**src/rtl/bit_index_encoder.sv**
```systemverilog
// bit_index_encoder: accepts a 32-bit vector and serially emits the index of
// every set bit, lowest first, one index per dout handshake.
module bit_index_encoder #(
    parameter int unsigned WIDTH = 32,
    parameter int unsigned IDX_W = 5
) (
    input  logic             clk,
    input  logic             rst,
    input  logic             din_valid,
    input  logic [WIDTH-1:0] din,
    output logic             din_ready,
    output logic             dout_valid,
    output logic [IDX_W-1:0] dout,
    output logic             dout_last,
    input  logic             dout_ready,
    output logic             zero_seen
);

    // Index width must exactly cover the vector width.
    if (IDX_W != $clog2(WIDTH)) begin : g_bad_param
        $error("bit_index_encoder: IDX_W must equal log2(WIDTH)");
    end

    typedef enum logic {
        IDLE = 1'b0,
        SCAN = 1'b1
    } state_e;

    state_e             state_q, state_d;
    logic [WIDTH-1:0]   mask_q, mask_d;
    logic               zero_seen_q, zero_seen_d;

    logic [IDX_W-1:0]   idx_c;
    logic               one_left_c;

    // Priority encode: lowest set bit of the remaining mask wins.
    always_comb begin
        idx_c = '0;
        for (int i = WIDTH - 1; i >= 0; i--) begin
            if (mask_q[i]) begin
                idx_c = IDX_W'(i);
            end
        end
    end

    // Exactly one bit left means the current index is the final one.
    always_comb begin
        one_left_c = (mask_q != '0) && ((mask_q & (mask_q - WIDTH'(1))) == '0);
    end

    // Next-state, mask update and zero-vector pulse.
    always_comb begin
        state_d     = state_q;
        mask_d      = mask_q;
        zero_seen_d = 1'b0;
        unique case (state_q)
            IDLE: begin
                if (din_valid) begin
                    if (din != '0) begin
                        mask_d  = din;
                        state_d = SCAN;
                    end else begin
                        zero_seen_d = 1'b1;
                    end
                end
            end
            SCAN: begin
                if (dout_ready) begin
                    mask_d = mask_q & ~(WIDTH'(1) << idx_c);
                    if (one_left_c) begin
                        state_d = IDLE;
                    end
                end
            end
            default: begin
                state_d = IDLE;
            end
        endcase
    end

    // State, mask and pulse registers; reset drops any scan in progress.
    always_ff @(posedge clk or posedge rst) begin
        if (rst) begin
            state_q     <= IDLE;
            mask_q      <= '0;
            zero_seen_q <= 1'b0;
        end else begin
            state_q     <= state_d;
            mask_q      <= mask_d;
            zero_seen_q <= zero_seen_d;
        end
    end

    // Outputs decode from registered state only.
    always_comb begin
        din_ready  = (state_q == IDLE);
        dout_valid = (state_q == SCAN);
        dout       = (state_q == SCAN) ? idx_c : '0;
        dout_last  = (state_q == SCAN) && one_left_c;
        zero_seen  = zero_seen_q;
    end

endmodule

```
**config.mk**
```make
export PLATFORM = sky130hd
export DESIGN_NAME = bit_index_encoder
export DESIGN_NICKNAME = d
export VERILOG_FILES = /design/src/rtl/bit_index_encoder.sv
export SDC_FILE = /design/constraint.sdc
export NUM_CORES = 1
export LEC_CHECK = 0
export CORE_MARGIN = 5
export CORE_UTILIZATION = 42
export DETAILED_ROUTE_END_ITERATION = 10
export PLACE_DENSITY = 0.75
export SYNTH_ARGS = -nofsm -noshare
export SYNTH_HDL_FRONTEND = slang
export SYNTH_SLANG_ARGS = --single-unit
```
**constraint.sdc**
```tcl
create_clock -name clk -period 4.1 [get_ports clk]
set_input_delay 0.41 -clock clk [delete_from_list [all_inputs] [get_ports clk]]
set_output_delay 0.41 -clock clk [all_outputs]
set_load 0.02 [all_outputs]
```
==> impl_summary.md <==
Cells and area
After the last flow step, the layout net total stands at 412. The sequential cells in the finished layout cover a total of between 800 and 900 µm². The share of layout cells above drive strength 1 is 0.141. The filler cell count in the final layout is 605. The area of combinational cells with multiple inputs is 1850 µm². The growth of design area from synthesis to finish is 22.8%.

The number of inserted diodes is 0.

Clock network
The maximum level of the CTS H-tree is 2. The root buffer selected by CTS is sky130_fd_sc_hd__clkbuf_8. After clock tree synthesis, the setup repair step added 0 buffers.

The number of clock buffers added by TritonCTS is 5. For the worst-skew pair, the clock arrives at the later sink with an insertion delay of around 0.29 ns. In this run the deepest clock path goes through 2 buffers. The clock transition at the registers of the reported paths is ~0.070 ns.

The number of sinks driven by the clock tree is 34. TritonCTS built the clock tree.

Critical path
The worst setup path is launched from a flop. Across all register-to-register paths, the minimum setup slack is 0.87 ns. The cell with the largest stage delay on the worst path is sky130_fd_sc_hd__dfrtp_1. The largest stage delay on the critical path is 0.49 ns.

At the worst endpoint, the arrival time is 3.23 ns. Traced cell by cell, the critical path runs through nor4_4 -> buf_4 -> nand2_1 -> o41ai_1 -> o2111a_1 -> and3_2 -> nand4_1 -> nor4_1 -> and3_1 -> dlymetal6s2s_1. The path type of the worst setup path is flop to output pin. The worst setup path is captured at an output pin. The critical path data required time is 3.69 ns. The largest fanout on the critical path is 8.

Timing
Of the available clock period, the critical path in the final layout requires 0.889. The relative slew slack is 0.250. Derived from the worst setup path, the maximum achievable clock frequency is 274 MHz.

The final-report max-slew violation count is 0. At the pin with the least slew margin, the transition time is approximately 1.1 ns. After layout, the minimum clock period comes to 3.64 ns. The final number of hold-violating endpoints was 0. Across the routed clock network, the largest skew measured is a little under 0.009 ns. Setup repair after global routing left no endpoint under its margin. Setup violations remaining at the end of the flow were counted as 0. Adding up every negative setup slack in the final design gives 0 ns.

Yosys
The part of the Yosys area used for sequential elements is 0.302. The main flop type after synthesis is sky130_fd_sc_hd__dfrtp_1. The mean area per synthesized cell is 8.50 µm².

The yosys synthesis warning count is 0. Of all flip-flops after synthesis, the portion carrying an async set or reset was 1.00. The number of enable flip-flop cells after synthesis is 0. Synthesis produced a netlist with a net count of 367.

The number of distinct library cells after synthesis is 69. The synthesized design contains 34 register bits. The number of standard cells after synthesis is 331.

Summing every instance area after synthesis gives roughly 2800 µm².

Detailed routing
The detail route stage leaves a number of antenna-violating nets equal to 0. The vias after detailed routing is 3,228. The via count normalized by instance count is a little over 7. The detailed router used layers up to and including met4. The first-pass detailed-route iteration total is 5. The routed design uses 4490 µm of met2 wire.

The residual DRC count is 0. The violation count after the first detailed-route iteration is 482. The length of routed wiring on met1 is 4370 µm. Dividing the detail-routed wire length by the instance count gives between 20 and 25 µm. Summed over all nets, wire length on met3 after detailed routing comes to 1110 µm. The aggregate routed wire length is 10,300 µm.

Flow run
The tool flagged a number of max-cap violations equal to 0.

Floorplan
The count of standard-cell rows is 29. The initial utilization of the core area, before any placement, comes to 0.438. The die is 91.9 µm tall. The horizontal die dimension is 91.9 µm. The area of the core is 6420 µm². The I/O pin count is 45.

The floorplan die area is 8440 µm².

Hold path
The worst hold path belongs to the class primary input to asynchronous set/reset pin.

Global routing
In the global route stage, overall resource usage came out at 0.240. The first-pass GRT wire length is 16,100 µm. The remaining global-route overflow is 0.

The number of global-route vias before repair came to 3,025. The initial antenna violation count came to 0. The pin count of the biggest net entering global routing is 35.

Pwr
Dividing total power by cell area gives a power density of around 840 nW/µm². The worst ir drop on vdd is 0.415 mV. In this run the static leakage power is around 1.3 nW. Total power for the finished layout comes to 0.00291 W.

Placement
The estimated wirelength of the detail-placed design is 7710 µm. The congestion estimate from routability-driven global placement came to 1.03. During placement, the flow inserted port buffers numbering between 40 and 50.

Run status
The run finished with clean final reports.
[worst paths after layout]
| check | start | to | depth (start not counted) |
|---|---|---|---|
| max | mask_q[6] | dout_last | 10 |
| max reg2reg | dout_valid | mask_q[7] | 5 |
| max in group asynchronous | rst | mask_q[17] | 3 |
| min in group clk | mask_q[1] | mask_q[1] | 1 |
| min reg2reg | mask_q[1] | mask_q[1] | 1 |
| min | rst | mask_q[2] | 3 |
[report_power, final]
group | switching [W] | leakage, nW | internal (W)
clock network | 0.000124 | 0.0383 | 0.000117
logic | 0.00119 | 0.841 | 0.000735
registers | 0.000286 | 0.431 | 0.000457
[worst max-delay path, delay by kind of cell, from the launching register on]
| kind | cells | cell delay [ns] |
|---|---|---|
| compound gates | 2 | 0.67 |
| simple gates | 6 | 1.35 |
| buf+inv | 2 | 0.43 |
| flops | 1 | 0.49 |
[logic make-up after synthesis]
family / Yosys count / share of synthesized area
AOI/OAI and AO/OA: 132 / 0.354
buffers and inverters: 29 / 0.0609
DFF: 34 / 0.302
and+or+nand+nor: 136 / 0.282
[layout make-up]
class                      count  share of cell area
tap                           77              0.0279
inverter                       8             0.00869
clock buffer                   7              0.0221
sequential                    34               0.246
timing repair buffer          59               0.161
multi-input combinational    268               0.534
[cell usage in the layout (no fill, tap or decap), types with 4 or more instances in the layout]
| cell | count |
|---|---|
| sky130_fd_sc_hd__nand2_1 | 25 |
| sky130_fd_sc_hd__a21o_1 | 4 |
| sky130_fd_sc_hd__nor4_4 | 4 |
| sky130_fd_sc_hd__a21oi_1 | 11 |
| sky130_fd_sc_hd__a22o_1 | 23 |
| sky130_fd_sc_hd__nand2b_1 | 8 |
| sky130_fd_sc_hd__o31a_1 | 4 |
| sky130_fd_sc_hd__o41ai_2 | 4 |
| sky130_fd_sc_hd__nand4_1 | 4 |
| sky130_fd_sc_hd__o21a_1 | 5 |
| sky130_fd_sc_hd__nand3_1 | 6 |
| sky130_fd_sc_hd__o21ai_0 | 43 |
| sky130_fd_sc_hd__nor3_1 | 20 |
| sky130_fd_sc_hd__or3_1 | 4 |
| sky130_fd_sc_hd__nor4_1 | 19 |
| sky130_fd_sc_hd__inv_1 | 7 |
| sky130_fd_sc_hd__clkdlybuf4s50_1 | 43 |
| sky130_fd_sc_hd__dfrtp_1 | 34 |
| sky130_fd_sc_hd__buf_4 | 15 |
| sky130_fd_sc_hd__clkbuf_8 | 5 |
| sky130_fd_sc_hd__o21ai_1 | 4 |
| sky130_fd_sc_hd__nor2_1 | 21 |
[sequential cells by signal, indices dropped and copies added, names as in the netlist]
| register | flops |
|---|---|
| dout_valid | 1 |
| mask_q | 32 |
| zero_seen | 1 |
[cells in the mapped netlist (all sizes together), types with 5 or more instances]
cell / count / share of area
o21ai: 48 / 0.087
dfrtp: 34 / 0.30
nand2: 25 / 0.033
nor4: 25 / 0.075
a22o: 24 / 0.075
nor2: 23 / 0.034
nor3: 20 / 0.036
clkbuf: 12 / 0.020
a21oi: 11 / 0.020
nand2b: 11 / 0.025
buf: 9 / 0.030
inv: 8 / 0.011
o21a: 7 / 0.019
nand3: 6 / 0.011
nand4: 5 / 0.013
o31a: 5 / 0.016
o41ai: 5 / 0.021
or4: 5 / 0.016
[per-stage QoR]
| step | cells | utilization | instance area (µm²) | worst slack [ns] | hold slack (ns) |
|---|---|---|---|---|---|
| finish | 453 | 0.538 | 3460 | 0.455 | 0.532 |
| global route | 453 | 0.538 | 3460 | 0.333 | 0.582 |
| CTS | 453 | 0.530 | 3400 | 0.00885 | 0.548 |
| detailed placement | 446 | 0.518 | 3330 | 0.340 | 0.582 |
| global placement | 446 | 0.518 | 3330 | 0.268 | 0.587 |
| floorplan | 331 | - | 2810 | 1.23 | 0.515 |
[per-layer routing]
metal  GRT usage  vias up
met4      0.0804        0
met5           0        -
met2       0.361      231
li1            -     1388
met3      0.0475       31
met1       0.344     1578
[repair_timing]
item,4_1_cts,5_1_grt
setup endpoints to repair,0,1
resized for setup,0,10
hold buffers,0,0
(Power assumes the default switching activity.)
